File: src/rtl/prog_clock_div.sv
// rtl/prog_clock_div.sv - multi-channel programmable integer clock divider
module prog_clock_div #(
  parameter int NCH         = 2,
  parameter int W           = 8,
  parameter int DEFAULT_DIV = 2
) (
  input  logic             clk,
  input  logic             rst_n,
  input  logic [NCH-1:0]   en,
  input  logic [NCH*W-1:0] div_val,
  input  logic [NCH-1:0]   div_load,
  output logic [NCH-1:0]   clk_out,
  output logic [NCH-1:0]   tick,
  output logic [NCH-1:0]   pending
);

  typedef enum logic {IDLE, RUN} state_t;

  // Reset divisor, clamped so a bad parameter can never stall a channel.
  localparam logic [W-1:0] DEF_N = (DEFAULT_DIV < 2) ? W'(2) : W'(DEFAULT_DIV);

  state_t         state_q [NCH];
  state_t         state_d [NCH];
  logic [W-1:0]   cnt_q   [NCH];
  logic [W-1:0]   cnt_d   [NCH];
  logic [W-1:0]   n_q     [NCH];
  logic [W-1:0]   n_d     [NCH];
  logic [W-1:0]   pv_q    [NCH];
  logic [W-1:0]   pv_d    [NCH];
  logic [W-1:0]   ld_val  [NCH];
  logic [W-1:0]   eff_n   [NCH];
  logic [W:0]     half    [NCH];
  logic [W:0]     cnt_inc [NCH];
  logic [NCH-1:0] clk_d;
  logic [NCH-1:0] tick_d;
  logic [NCH-1:0] pend_d;

  // Divisors 0 and 1 cannot produce a clock, so they are stored as 2.
  function automatic logic [W-1:0] clamp_div(input logic [W-1:0] v);
    return (v < W'(2)) ? W'(2) : v;
  endfunction

  // Per-channel state and output registers; reset discards pending divisors.
  always_ff @(posedge clk or negedge rst_n) begin
    if (!rst_n) begin
      for (int i = 0; i < NCH; i++) begin
        state_q[i] <= IDLE;
        cnt_q[i]   <= '0;
        n_q[i]     <= DEF_N;
        pv_q[i]    <= DEF_N;
      end
      clk_out <= '0;
      tick    <= '0;
      pending <= '0;
    end else begin
      for (int i = 0; i < NCH; i++) begin
        state_q[i] <= state_d[i];
        cnt_q[i]   <= cnt_d[i];
        n_q[i]     <= n_d[i];
        pv_q[i]    <= pv_d[i];
      end
      clk_out <= clk_d;
      tick    <= tick_d;
      pending <= pend_d;
    end
  end

  // Next-state logic: divisor changes only land at period boundaries or at start.
  always_comb begin
    for (int i = 0; i < NCH; i++) begin
      state_d[i] = state_q[i];
      cnt_d[i]   = cnt_q[i];
      n_d[i]     = n_q[i];
      pv_d[i]    = pv_q[i];
      pend_d[i]  = pending[i];
      clk_d[i]   = clk_out[i];
      tick_d[i]  = 1'b0;

      ld_val[i]  = clamp_div(div_val[i*W +: W]);
      // A load in the same cycle as a boundary wins over an older pending value.
      eff_n[i]   = div_load[i] ? ld_val[i] : (pending[i] ? pv_q[i] : n_q[i]);
      // High phase is ceil(N/2); one extra bit keeps N=2^W-1 from overflowing.
      half[i]    = ({1'b0, n_q[i]} + {{W{1'b0}}, 1'b1}) >> 1;
      cnt_inc[i] = {1'b0, cnt_q[i]} + {{W{1'b0}}, 1'b1};

      case (state_q[i])
        IDLE: begin
          clk_d[i] = 1'b0;
          cnt_d[i] = '0;
          if (en[i]) begin
            n_d[i]     = eff_n[i];
            pend_d[i]  = 1'b0;
            state_d[i] = RUN;
            clk_d[i]   = 1'b1;
            tick_d[i]  = 1'b1;
          end else if (div_load[i]) begin
            pv_d[i]   = ld_val[i];
            pend_d[i] = 1'b1;
          end
        end
        RUN: begin
          if (cnt_q[i] == n_q[i] - W'(1)) begin
            n_d[i]    = eff_n[i];
            pend_d[i] = 1'b0;
            cnt_d[i]  = '0;
            if (en[i]) begin
              clk_d[i]  = 1'b1;
              tick_d[i] = 1'b1;
            end else begin
              state_d[i] = IDLE;
              clk_d[i]   = 1'b0;
            end
          end else begin
            cnt_d[i] = cnt_q[i] + W'(1);
            clk_d[i] = (cnt_inc[i] < half[i]);
            if (div_load[i]) begin
              pv_d[i]   = ld_val[i];
              pend_d[i] = 1'b1;
            end
          end
        end
      endcase
    end
  end

endmodule

File: config.mk
export PLATFORM = sky130hd
export DESIGN_NAME = prog_clock_div
export DESIGN_NICKNAME = d
export VERILOG_FILES = /design/src/rtl/prog_clock_div.sv
export SDC_FILE = /design/constraint.sdc
export NUM_CORES = 1
export LEC_CHECK = 0
export ABC_AREA = 1
export BUFFER_PORTS_ARGS = -buffer_cell sky130_fd_sc_hd__clkbuf_2
export CORE_AREA = 2 2 78 110
export DETAILED_ROUTE_END_ITERATION = 8
export DIE_AREA = 0 0 80 112
export PLACE_DENSITY_LB_ADDON = 0.05
export SLEW_MARGIN = 10
export SYNTH_ARGS = -nofsm -noshare
export SYNTH_HDL_FRONTEND = slang
export SYNTH_SLANG_ARGS = --single-unit
export TNS_END_PERCENT = 5
File: constraint.sdc
create_clock -name clk -period 2.85 [get_ports clk]
set_input_delay 0.1425 -clock clk [delete_from_list [all_inputs] [get_ports clk]]
set_output_delay 0.1425 -clock clk [all_outputs]
set_load 0.02 [all_outputs]
## Word-level counts from Yosys, hierarchy flattened

Cells that the tools add are included.

- Register bits after elaboration: 56
- Input port bits: 22
- Output and inout port bits: 6
- Logic and storage cells: 85

- Add/subtract/negate cells: 8
- Order comparisons: 4
- Eq/ne operators: 10
- Muxes and demuxes: 46
- Bitwise operators: 2
- Reductions and logical operators: 4

Operator list:

| cell | count |
|---|---|
| 2-to-1 mux 8 bit | 18 |
| one-hot mux 8 bit (2 select lines) | 6 |
| adder 8 x 1 -> 9 bit, second input constant | 4 |
| < comparator 9 x 8 -> 1 bit | 2 |
| adder 8 x 1 -> 8 bit, second input constant | 2 |
| equality test 8 bit | 2 |
| < comparator 8 x 2 -> 1 bit, second input constant | 2 |
| one-hot mux 1 bit (2 select lines) | 8 |
| subtractor 8 x 1 -> 8 bit, second input constant | 2 |
| 2-to-1 mux 1 bit | 14 |
| inequality test 2 bit, second input constant | 6 |
| AND reduction 2 bit | 4 |
| inequality test 2 x 1 -> 1 bit, second input constant | 2 |
| inverter 1 bit | 2 |

## Longest topological paths before layout

Gate-level depths: netlist of the first run.

- Word-level depth: 5
- Depth in mapped cells: 15
- Depth with buffers taken out: 14

## Least setup slack after synthesis of the first run

No wires, ideal clock.

- Path kind: register to register
- Start point: reg n_q[9] in the netlist's numbering
- End point: reg clk_out[0]
- Library setup time: 127 ps
- Arrival: 2,063 ps
- Data required time: 2,723 ps
- Path slack: 660 ps
- Cell stages (with the launch flop): 14
- Buffers on the path: 0
- Period minus slack after synthesis: 2,190 ps
- Path through: dfstp_2 -> inv_1 -> nor3_1 -> nand3_1 -> nand3b_1 -> xor2_1 -> ha_1 -> nand2_1 -> inv_1 -> nand4_1 -> a21oi_1 -> nor2_1 -> nand2_1 -> o21ai_0

- Word-level cells in the longest chain between the ends: 4
- Elaborated cells on any way between the ends: 6
- Classes of those cells: add/sub (2); order compare (1); eq/ne (1); mux (2)

RTL lines:

| item | line | RTL |
|---|---|---|
| from (decl) | 26 | `logic [W-1:0] n_q [NCH];` |
| from (signal, indexed assignment) | 59 | `n_q[i] <= n_d[i];` |
| adder 8 x 1 -> 9 bit / subtractor 8 x 1 -> 8 bit (equally long branches) | 83, 102 |  |
| < comparator 9 x 8 -> 1 bit / equality test 8 bit (equally long branches) | 115, 102 |  |
| 2-to-1 mux 1 bit (*) | 102 | `if (cnt_q[i] == n_q[i] - W'(1)) begin` |
| one-hot mux 1 bit (2 select lines) (*) | 86 | `case (state_q[i])` |
| named net clk_d[0] | 34 | `logic [NCH-1:0] clk_d;` |
| to (signal assigned) | 62 | `clk_out <= clk_d;` |
| to (decl) | 12 | `output logic [NCH-1:0] clk_out,` |

Mark *: on every way through the listed nets, which the timed path passes. The rest lies on a longest branch.
A chain may end at the register's enable or synchronous reset.

## Final worst setup path of the first run

- Start point: reg n_q[1] in the netlist's numbering
- End point: reg clk_out[1]

Same word-level chain as after synthesis.

==> flow_summary.ini, run 1 <==
[clock_network]
cts_tree = built
cts_made_buffers = 5
cts_max_level = 2
clk_root_buffer_cell = clkbuf_16
post_cts_buffers = 0
cts.path.max_buffers = 2
clkSlewWorstSetupHoldPaths_ns = 0.08
clock_sinks = 56
worst_skew_pair.late_latency_ns = 0.29

[critical_path]
crit_arrival_ns = 2.73
slowest_stage = dfstp_2
path_max_fanout = 4
max_stage_delay_ns = 0.58
critPathTopFamily = simple AND/OR/NAND/NOR gates
path_cells = inv_1 -> nor3_1 -> nand3_1 -> nor2_1 -> nand2_1 -> xor2_1 -> ha_1 -> a21oi_1 -> nand3b_1 -> nand3_1 -> nor2_1 -> nand2_1 -> o21ai_1
critical_path_class = reg2reg
start_kind = flip-flop
path_buf_inv = 1
cp.required_ns = 3.08
cp-end-kind = flip-flop

[sta]
skew_ns = 0.00304
worst_slew_pin_slew_ns = 0.628
slew_headroom = 0.581
post-route-period-util = 0.878
fmax_ghz = 0.400
finalSetupTns_ns = 0
hold_violations = 0
setup_viol = 0
rsz0062_at_grt = no
min_period_ns = 2.50
slew_viol_final = 0

[grt]
grt_pass1_wl_mm = 14.5
grt_pass1_vias = 3205
grtUsageTotal = 0.206
antenna_found_initial = 0
gr-total-overflow = 0
grt_max_degree = 35

[route]
wire_per_inst_um = 13.0
routed_wl_mm = 8.49
via_per_inst = 5.07
firstDrtPassIters = 4
drc = 0
detailedRoute.firstIterationViolations = 152
via_count = 3303
final_antenna_net_count = 0

[min_path]
worstHoldPathType = in2reg

[synth]
ys_seq_elements = 56
synth_top_area_frac = 0.341
async_flop_share = 1.00
synth.area.top_cells = dfrtp_1, nand2_1, ha_1, nand4_1, nor2_1
yosys-top-cells-count = nand2_1, nor2_1, dfrtp_1
yosysMostFrequentCell = nand2_1
syn-cell-area_um2 = 3820
synth_edf_count = 0
ys_types = 33
avgSynthCellArea_um2 = 7.26
ys_seq_area_frac = 0.368
syn_nets = 568
synthXorXnorAreaFrac = 0.0711
synthFlopType = dfrtp_1
synth_top_family_by_area = simple AND/OR/NAND/NOR gates
synthMuxAreaShare = 0
synth_compound_area_frac = 0.0357
synth_warnings = 0
synth_fa_ha_area_frac = 0.0655
synth_area_leader_cell = dfrtp_1
yosys.area_share.simple = 0.381
netlist_instances = 526

[die]
row_count = 39
die-area_um2 = 8960
die_w_um = 80
io_pins = 28
dieHeight_um = 112
start_util = 0.477
core_um2 = 8000

[power]
powerDensity_nw_per_um2 = 375
internal-power_mw = 1.19
seq_power_share = 0.529
pwr-share-clk = 0.405
combPwrFrac = 0.066
vdd_ir_drop_max_v = 0.000245
p_sw_uw = 378
switching_share = 0.242
p_leak_nw = 2.19

[layout]
regArea_um2 = 1410
area_growth_pct = 9.30
fin_nets = 591
multiInputGateArea_um2 = 2110
num_antenna_cells = 0
fillCellCount = 821
instances_no_fill = 652
layout-drive-gt1-share = 0.102

[placement]
place_inst = 643
gp_congestion = 0.867
post-dp-hpwl_mm = 6.67
port_buffers = 27

[job]
maxCapViolations = 0

[status]
status = completed
==> final timing paths <==
path	start	to	slack, ns	cells past startpoint
min	div_val[14]	pv_q[6]	0.1	3
max in group asynchronous	rst_n	pv_q[9]	1.78	3
min in group asynchronous	rst_n	cnt_q[12]	0.39	2
min reg2reg	pv_q[1]	pv_q[1]	0.47	2
max reg2reg	n_q[1]	clk_out[1]	0.35	13
max	n_q[1]	clk_out[1]	0.35	13
==> cells by family after synthesis <==
| logic type | after synthesis |
|---|---|
| simple gates | 326 |
| buf+inv | 69 |
| flops | 56 |
| xor+xnor | 31 |
| compound gates | 24 |
| fa+ha+maj | 20 |
==> area by class of cell <==
type	count	share of cell area
clock inverter	3	0.00599
sequential	56	0.337
multi-input combinational	401	0.506
timing repair buffer	30	0.0413
clock buffer	5	0.0300
inverter	55	0.0494
tap	102	0.0306
==> through the flow <==
step	power, mW	area (µm²)	setup WS (ns)	hold WS [ns]	util
final	1.56	4180	0.347	0.0989	0.522
after global routing	1.64	4180	0.0821	0.101	0.522
after CTS	1.60	4180	0.343	0.0869	0.522
after detailed placement	0.948	4020	0.371	0.194	0.502
after global placement	0.947	4020	0.386	0.195	0.502
after floorplan	0.894	3820	0.660	-0.153	-
==> power groups by stage <==
stage	clock [mW]	sequential, mW	combinational (mW)
global placement	0	0.842	0.105
detailed placement	0	0.842	0.106
finish	0.633	0.828	0.103
floorplan	0	0.840	0.0544
global route	0.684	0.830	0.122
CTS	0.664	0.827	0.107
==> routing by layer <==
layer | GRT usage | vias to the layer above | share of wire
li1 | - | 1737 | -
met1 | 0.242 | 1492 | 0.42
met2 | 0.365 | 51 | 0.52
met3 | 0.0284 | 23 | 0.019
met4 | 0.0881 | 0 | 0.036
met5 | 0 | - | 0
==> worst reg2reg max path, cell delays in order, from the launching register on <==
cell and delay [ns]:
dfstp_2 0.58, inv_1 0.07, nor3_1 0.31, nand3_1 0.17, nor2_1 0.13, nand2_1 0.07, xor2_1 0.15, ha_1 0.29
a21oi_1 0.13, nand3b_1 0.11, nand3_1 0.09, nor2_1 0.19, nand2_1 0.07, o21ai_1 0.07
==> state kept, by name, summed over array words and instances (netlist names) <==
| signal | cells |
|---|---|
| pv_q | 16 |
| pending | 2 |
| cnt_q | 16 |
| clk_out | 2 |
| state_q | 2 |
| n_q | 16 |
| tick | 2 |
==> timing repair <==
item                                    CTS  global route
endpoints found under the setup margin    0             0
hold endpoints to repair                 21             0
resized for setup                         0             0
hold buffers                              1             0
==> cells in the final DEF (no fill, tap or decap), types with 11 or more instances in the layout <==
cell type  synthesis  routed
nand2_1          182     182
nor2_1            53      53
dfrtp_1           52      52
inv_1             51      51
nand4_1           34      34
nand3_1           31      31
clkbuf_2           0      27
xor2_1            22      22
ha_1              20      20
a21oi_1           11      11
Power figures use the tool's default switching activity.
==> inputs of run 2 (changes only) <==
--- a/config.mk
+++ b/config.mk
@@ -8,9 +8,10 @@
 export ABC_AREA = 1
 export BUFFER_PORTS_ARGS = -buffer_cell sky130_fd_sc_hd__clkbuf_2
 export CORE_AREA = 2 2 78 110
+export CTS_BUF_LIST = sky130_fd_sc_hd__clkbuf_16
 export DETAILED_ROUTE_END_ITERATION = 8
 export DIE_AREA = 0 0 80 112
-export PLACE_DENSITY_LB_ADDON = 0.05
+export PLACE_DENSITY = 0.78
 export SLEW_MARGIN = 10
 export SYNTH_ARGS = -nofsm -noshare
 export SYNTH_HDL_FRONTEND = slang
==> flow_summary.ini, run 2 (same netlist as run 1, synthesis figures left out) <==
[die]
core_um2 = 8000
row_count = 39
dieHeight_um = 112
start_util = 0.477
io_pins = 28
die-area_um2 = 8960
die_w_um = 80

[critical_path]
path_cells = inv_1 -> nor3_1 -> nand3_1 -> nand3b_1 -> xor2_1 -> ha_1 -> nand2_1 -> inv_1 -> nand4_1 -> a21oi_1 -> nor2_1 -> nand2_1 -> o21ai_0
max_stage_delay_ns = 0.58
reg2regPathDepth = 13
cp-end-kind = flip-flop
start_kind = flip-flop
critical_path_class = reg2reg
critPathTopFamily = simple AND/OR/NAND/NOR gates
slowest_stage = dfstp_2
path_buf_inv = 2
reg2reg_from = n_q[9]
crit_arrival_ns = 2.66
cp.required_ns = 3.04
path_max_fanout = 4
cp-startpoint = n_q[9]
worst-path-stages = 13

[clock_network]
cts_tree = built
clkSlewWorstSetupHoldPaths_ns = 0.08
clk_root_buffer_cell = clkbuf_16
cts_made_buffers = 5
cts.path.max_buffers = 2
cts_max_level = 2
holdBufCountCts = 1
clock_sinks = 56
worst_skew_pair.late_latency_ns = 0.30
post_cts_buffers = 0
cts_resized = 0

[min_path]
worstHoldPathType = in2reg
whs_path_depth = 3
hold_start = div_val[13]

[layout]
biggestRegsByFlops = cnt_q (16), n_q (16), pv_q (16)
regArea_um2 = 1410
area_growth_pct = 9.33
layout-drive-gt1-share = 0.105
final_core_util = 0.522
fillCellCount = 764
num_antenna_cells = 0
final_common_cell = nand2_1
final_cell_mix = nand2_1, nor2_1, dfrtp_1
multiInputGateArea_um2 = 2110
fin_nets = 593

[grt]
grt_pass1_wl_mm = 14.6
grt_pass1_vias = 3374
grt_max_degree = 34
grtUsageTotal = 0.202
antenna_found_initial = 0
gr-total-overflow = 0

[route]
highest_layer = met4
via_per_inst = 5.22
wl_met2_mm = 4.25
via_count = 3414
wl_met1_mm = 3.43
wire_per_inst_um = 12.6
firstDrtPassIters = 4
route.met3.wl_um = 297
final_antenna_net_count = 0
routed_wl_mm = 8.25
detailedRoute.firstIterationViolations = 176
drc = 0

[sta]
fmax_ghz = 0.405
min_period_ns = 2.47
setup_ws_ns = 0.381
hold_violations = 0
skew_ns = 0.00913
post-route-period-util = 0.866
rsz0062_at_grt = no
slew_viol_final = 0
setup_viol = 0
finalSetupTns_ns = 0
worst_slew_pin_slew_ns = 0.825
slew_headroom = 0.450

[power]
powerDensity_nw_per_um2 = 373
p_leak_nw = 2.20
vdd_ir_drop_max_v = 0.000433

[status]
status = completed

[placement]
gp_congestion = 0.944
place_ws_ns = 0.425
post-dp-hpwl_mm = 6.41
port_buffers = 27

[job]
maxCapViolations = 0
==> run 2: worst register-to-register path, delay by kind of cell (launching register included) <==
family                   cells  cell delay, ns
adder cells (fa/ha/maj)      1            0.30
XOR/XNOR                     1            0.16
AO/OA/AOI/OAI                2            0.22
AND/OR/NAND/NOR              7            0.96
buffers and inverters        2            0.14
flip-flops                   1            0.58
==> run 2: final timing paths <==
| path | endpoint | slack [ns] |
|---|---|---|
| setup / recovery | clk_out[0] | 0.38 |
| hold / removal | pv_q[5] | 0.10 |
| setup reg to reg | clk_out[0] | 0.38 |
| hold reg to reg | pv_q[10] | 0.47 |
| max in group asynchronous | clk_out[1] | 1.48 |
| min in group asynchronous | pv_q[7] | 0.47 |
==> run 2: through the flow <==
step	area (µm²)	total power [mW]	instances	hold WS [ns]
after floorplan	3820	0.894	526	-0.153
after global routing	4180	1.62	654	0.119
final	4180	1.56	654	0.105
after global placement	4020	0.941	645	0.266
after CTS	4180	1.57	654	0.100
after detailed placement	4020	0.944	645	0.274
==> run 2: area by class of cell <==
cell class,count,share of cell area
sequential,56,0.337
multi-input combinational,401,0.506
tap,102,0.0305
inverter,55,0.0494
clock buffer,5,0.0299
clock inverter,3,0.00569
timing repair buffer,32,0.0419
==> run 2: layer usage <==
metal	vias up	global-route usage
met5	-	0
met4	0	0.108
met3	21	0.0292
met2	81	0.342
met1	1577	0.244
li1	1735	-
==> run 2: where the power goes <==
part	internal (mW)	switching (mW)	total, mW
logic	0.0359	0.0677	0.104
clock network	0.328	0.299	0.627
registers	0.816	0.0107	0.827
total	1.18	0.378	1.56
==> inputs of run 3 (changes only) <==
--- a/config.mk
+++ b/config.mk
@@ -5,14 +5,12 @@
 export SDC_FILE = /design/constraint.sdc
 export NUM_CORES = 1
 export LEC_CHECK = 0
-export ABC_AREA = 1
 export BUFFER_PORTS_ARGS = -buffer_cell sky130_fd_sc_hd__clkbuf_2
-export CORE_AREA = 2 2 78 110
+export CORE_AREA = 2 2 76 107
 export CTS_BUF_LIST = sky130_fd_sc_hd__clkbuf_16
 export DETAILED_ROUTE_END_ITERATION = 8
-export DIE_AREA = 0 0 80 112
+export DIE_AREA = 0 0 78 109
 export PLACE_DENSITY = 0.78
-export SLEW_MARGIN = 10
 export SYNTH_ARGS = -nofsm -noshare
 export SYNTH_HDL_FRONTEND = slang
 export SYNTH_SLANG_ARGS = --single-unit
==> flow_summary.ini, run 3 <==
[critical_path]
start_kind = flip-flop
slowest_stage = or4b_4
path_max_fanout = 8
crit_arrival_ns = 2.84
max_stage_delay_ns = 0.60
cp.required_ns = 3.03
path_cells = inv_1 -> ha_1 -> o21bai_1 -> a2111oi_1 -> a311oi_1 -> and2_1 -> or4b_4 -> a32o_1
critical_path_class = reg2reg
cp-end-kind = flip-flop

[synth]
ys_types = 50
synth_warnings = 0
synthFlopType = dfrtp_1
synth_top_area_frac = 0.361
netlist_instances = 367
yosys-top-cells-count = dfrtp_1, nand2_1, mux2_2
synth.area.top_cells = dfrtp_1, mux2_2, ha_1, xnor2_1, xor2_1
avgSynthCellArea_um2 = 9.83
ys_seq_area_frac = 0.390
syn-cell-area_um2 = 3610
async_flop_share = 1.00
ys_seq_elements = 56
synth_area_leader_cell = dfrtp_1
synth_edf_count = 0
yosysMostFrequentCell = dfrtp_1
syn_nets = 409

[die]
die_w_um = 78
start_util = 0.474
dieHeight_um = 109
io_pins = 28
die-area_um2 = 8500
row_count = 38
core_um2 = 7610

[min_path]
worstHoldPathType = in2reg

[placement]
gp_congestion = 0.874
port_buffers = 27
place_area_um2 = 3870
post-dp-hpwl_mm = 5.63

[grt]
antenna_found_initial = 0
grt_max_degree = 37
gr-total-overflow = 0
grt_pass1_vias = 2796
grt_pass1_wl_mm = 12.2
grtUsageTotal = 0.179

[sta]
holdWs_ns = 0.0952
worst_slew_pin_slew_ns = 0.889
slew_viol_final = 0
slew_headroom = 0.407
hold_violations = 0
skew_ns = 0.00904
setup_viol = 0
rsz0062_at_grt = no
fmax_ghz = 0.377
finalSetupTns_ns = 0
min_period_ns = 2.65
post-route-period-util = 0.931

[clock_network]
cts_max_level = 2
post_cts_buffers = 0
cts_tree = built
cts.path.max_buffers = 2
clk_root_buffer_cell = clkbuf_16
clkSlewWorstSetupHoldPaths_ns = 0.08
clock_sinks = 56
worst_skew_pair.late_latency_ns = 0.30
cts_made_buffers = 5

[power]
p_leak_nw = 1.75
powerDensity_nw_per_um2 = 1060
vdd_ir_drop_max_v = 0.000514

[job]
maxCapViolations = 0

[route]
wire_per_inst_um = 14.6
final_antenna_net_count = 0
drc = 0
firstDrtPassIters = 4
detailedRoute.firstIterationViolations = 136
via_per_inst = 5.48
routed_wl_mm = 7.21
via_count = 2702

[layout]
fin_area_um2 = 4030
layout-drive-gt1-share = 0.229
final_core_util = 0.530
multiInputGateArea_um2 = 2060
fillCellCount = 683
final_cell_mix = dfrtp_1, nand2_1, mux2_2
num_antenna_cells = 0
fin_nets = 434
final_common_cell = dfrtp_1
biggestRegsByFlops = cnt_q (16), n_q (16), pv_q (16)
regArea_um2 = 1410
area_growth_pct = 11.8

[status]
status = completed
run 3: final cells by class:
cell class	instances	share of cell area
Multi-Input combinational cell	277	0.511
Clock inverter	3	0.00558
Clock buffer	5	0.0310
Sequential cell	56	0.349
Timing Repair Buffer	43	0.0639
Inverter	9	0.00837
Tap cell	100	0.0310
run 3: stage by stage:
stage / total power [mW] / std cells / worst slack, ns
final: 4.28 / 493 / 0.196
after global routing: 4.65 / 493 / 0.0654
after CTS: 4.30 / 493 / 0.0371
after detailed placement: 3.66 / 484 / 0.0458
after global placement: 3.54 / 484 / 0.178
after floorplan: 3.11 / 367 / 0.0483
run 3: cell families (layout without fill, tap and decap cells):
logic type | count (synthesis) | after routing | share of synthesized area
AOI/OAI and AO/OA | 57 | 57 | 0.121
muxes | 35 | 35 | 0.107
buffers and inverters | 34 | 60 | 0.0395
DFF | 56 | 56 | 0.390
and+or+nand+nor | 121 | 121 | 0.167
adders and majority gates | 20 | 20 | 0.0694
xor gates and xnor gates | 44 | 44 | 0.107
run 3: timing repair:
action,CTS,global route
hold endpoints to repair,18,0
resized for setup,0,2
hold buffers,1,0
endpoints found under the setup margin,0,8
run 3: final timing paths:
kind | start | end | slack [ns] | cells after the start
min | en[1] | state_q[0] | 0.1 | 2
min reg2reg | pv_q[15] | pv_q[15] | 0.51 | 1
max | n_q[9] | n_q[10] | 0.20 | 8
min in group asynchronous | rst_n | cnt_q[7] | 0.49 | 2
max in group asynchronous | rst_n | n_q[9] | 1.49 | 3
max reg2reg | n_q[9] | n_q[10] | 0.20 | 8
run 3: where the power goes:
part	switching (mW)	leakage [nW]	internal, mW
clock	0.293	0.0742	0.330
sequential	0.377	0.649	1.09
combinational	1.09	1.03	1.10
total	1.76	1.75	2.52
run 3: layer usage:
metal | track usage | vias up | part of all wire
met1 | 0.169 | 1319 | 0.38
met2 | 0.368 | 41 | 0.58
met4 | 0.0827 | 0 | 0.025
li1 | - | 1329 | -
met5 | 0 | - | 0
met3 | 0.0257 | 13 | 0.021
run 3: critical path, delay by kind of cell, from the launching register on:
family          cells  cell delay [ns]
buf+inv             1             0.06
fa+ha+maj           1             0.21
simple gates        2             0.77
compound gates      4             0.96
flops               1             0.53
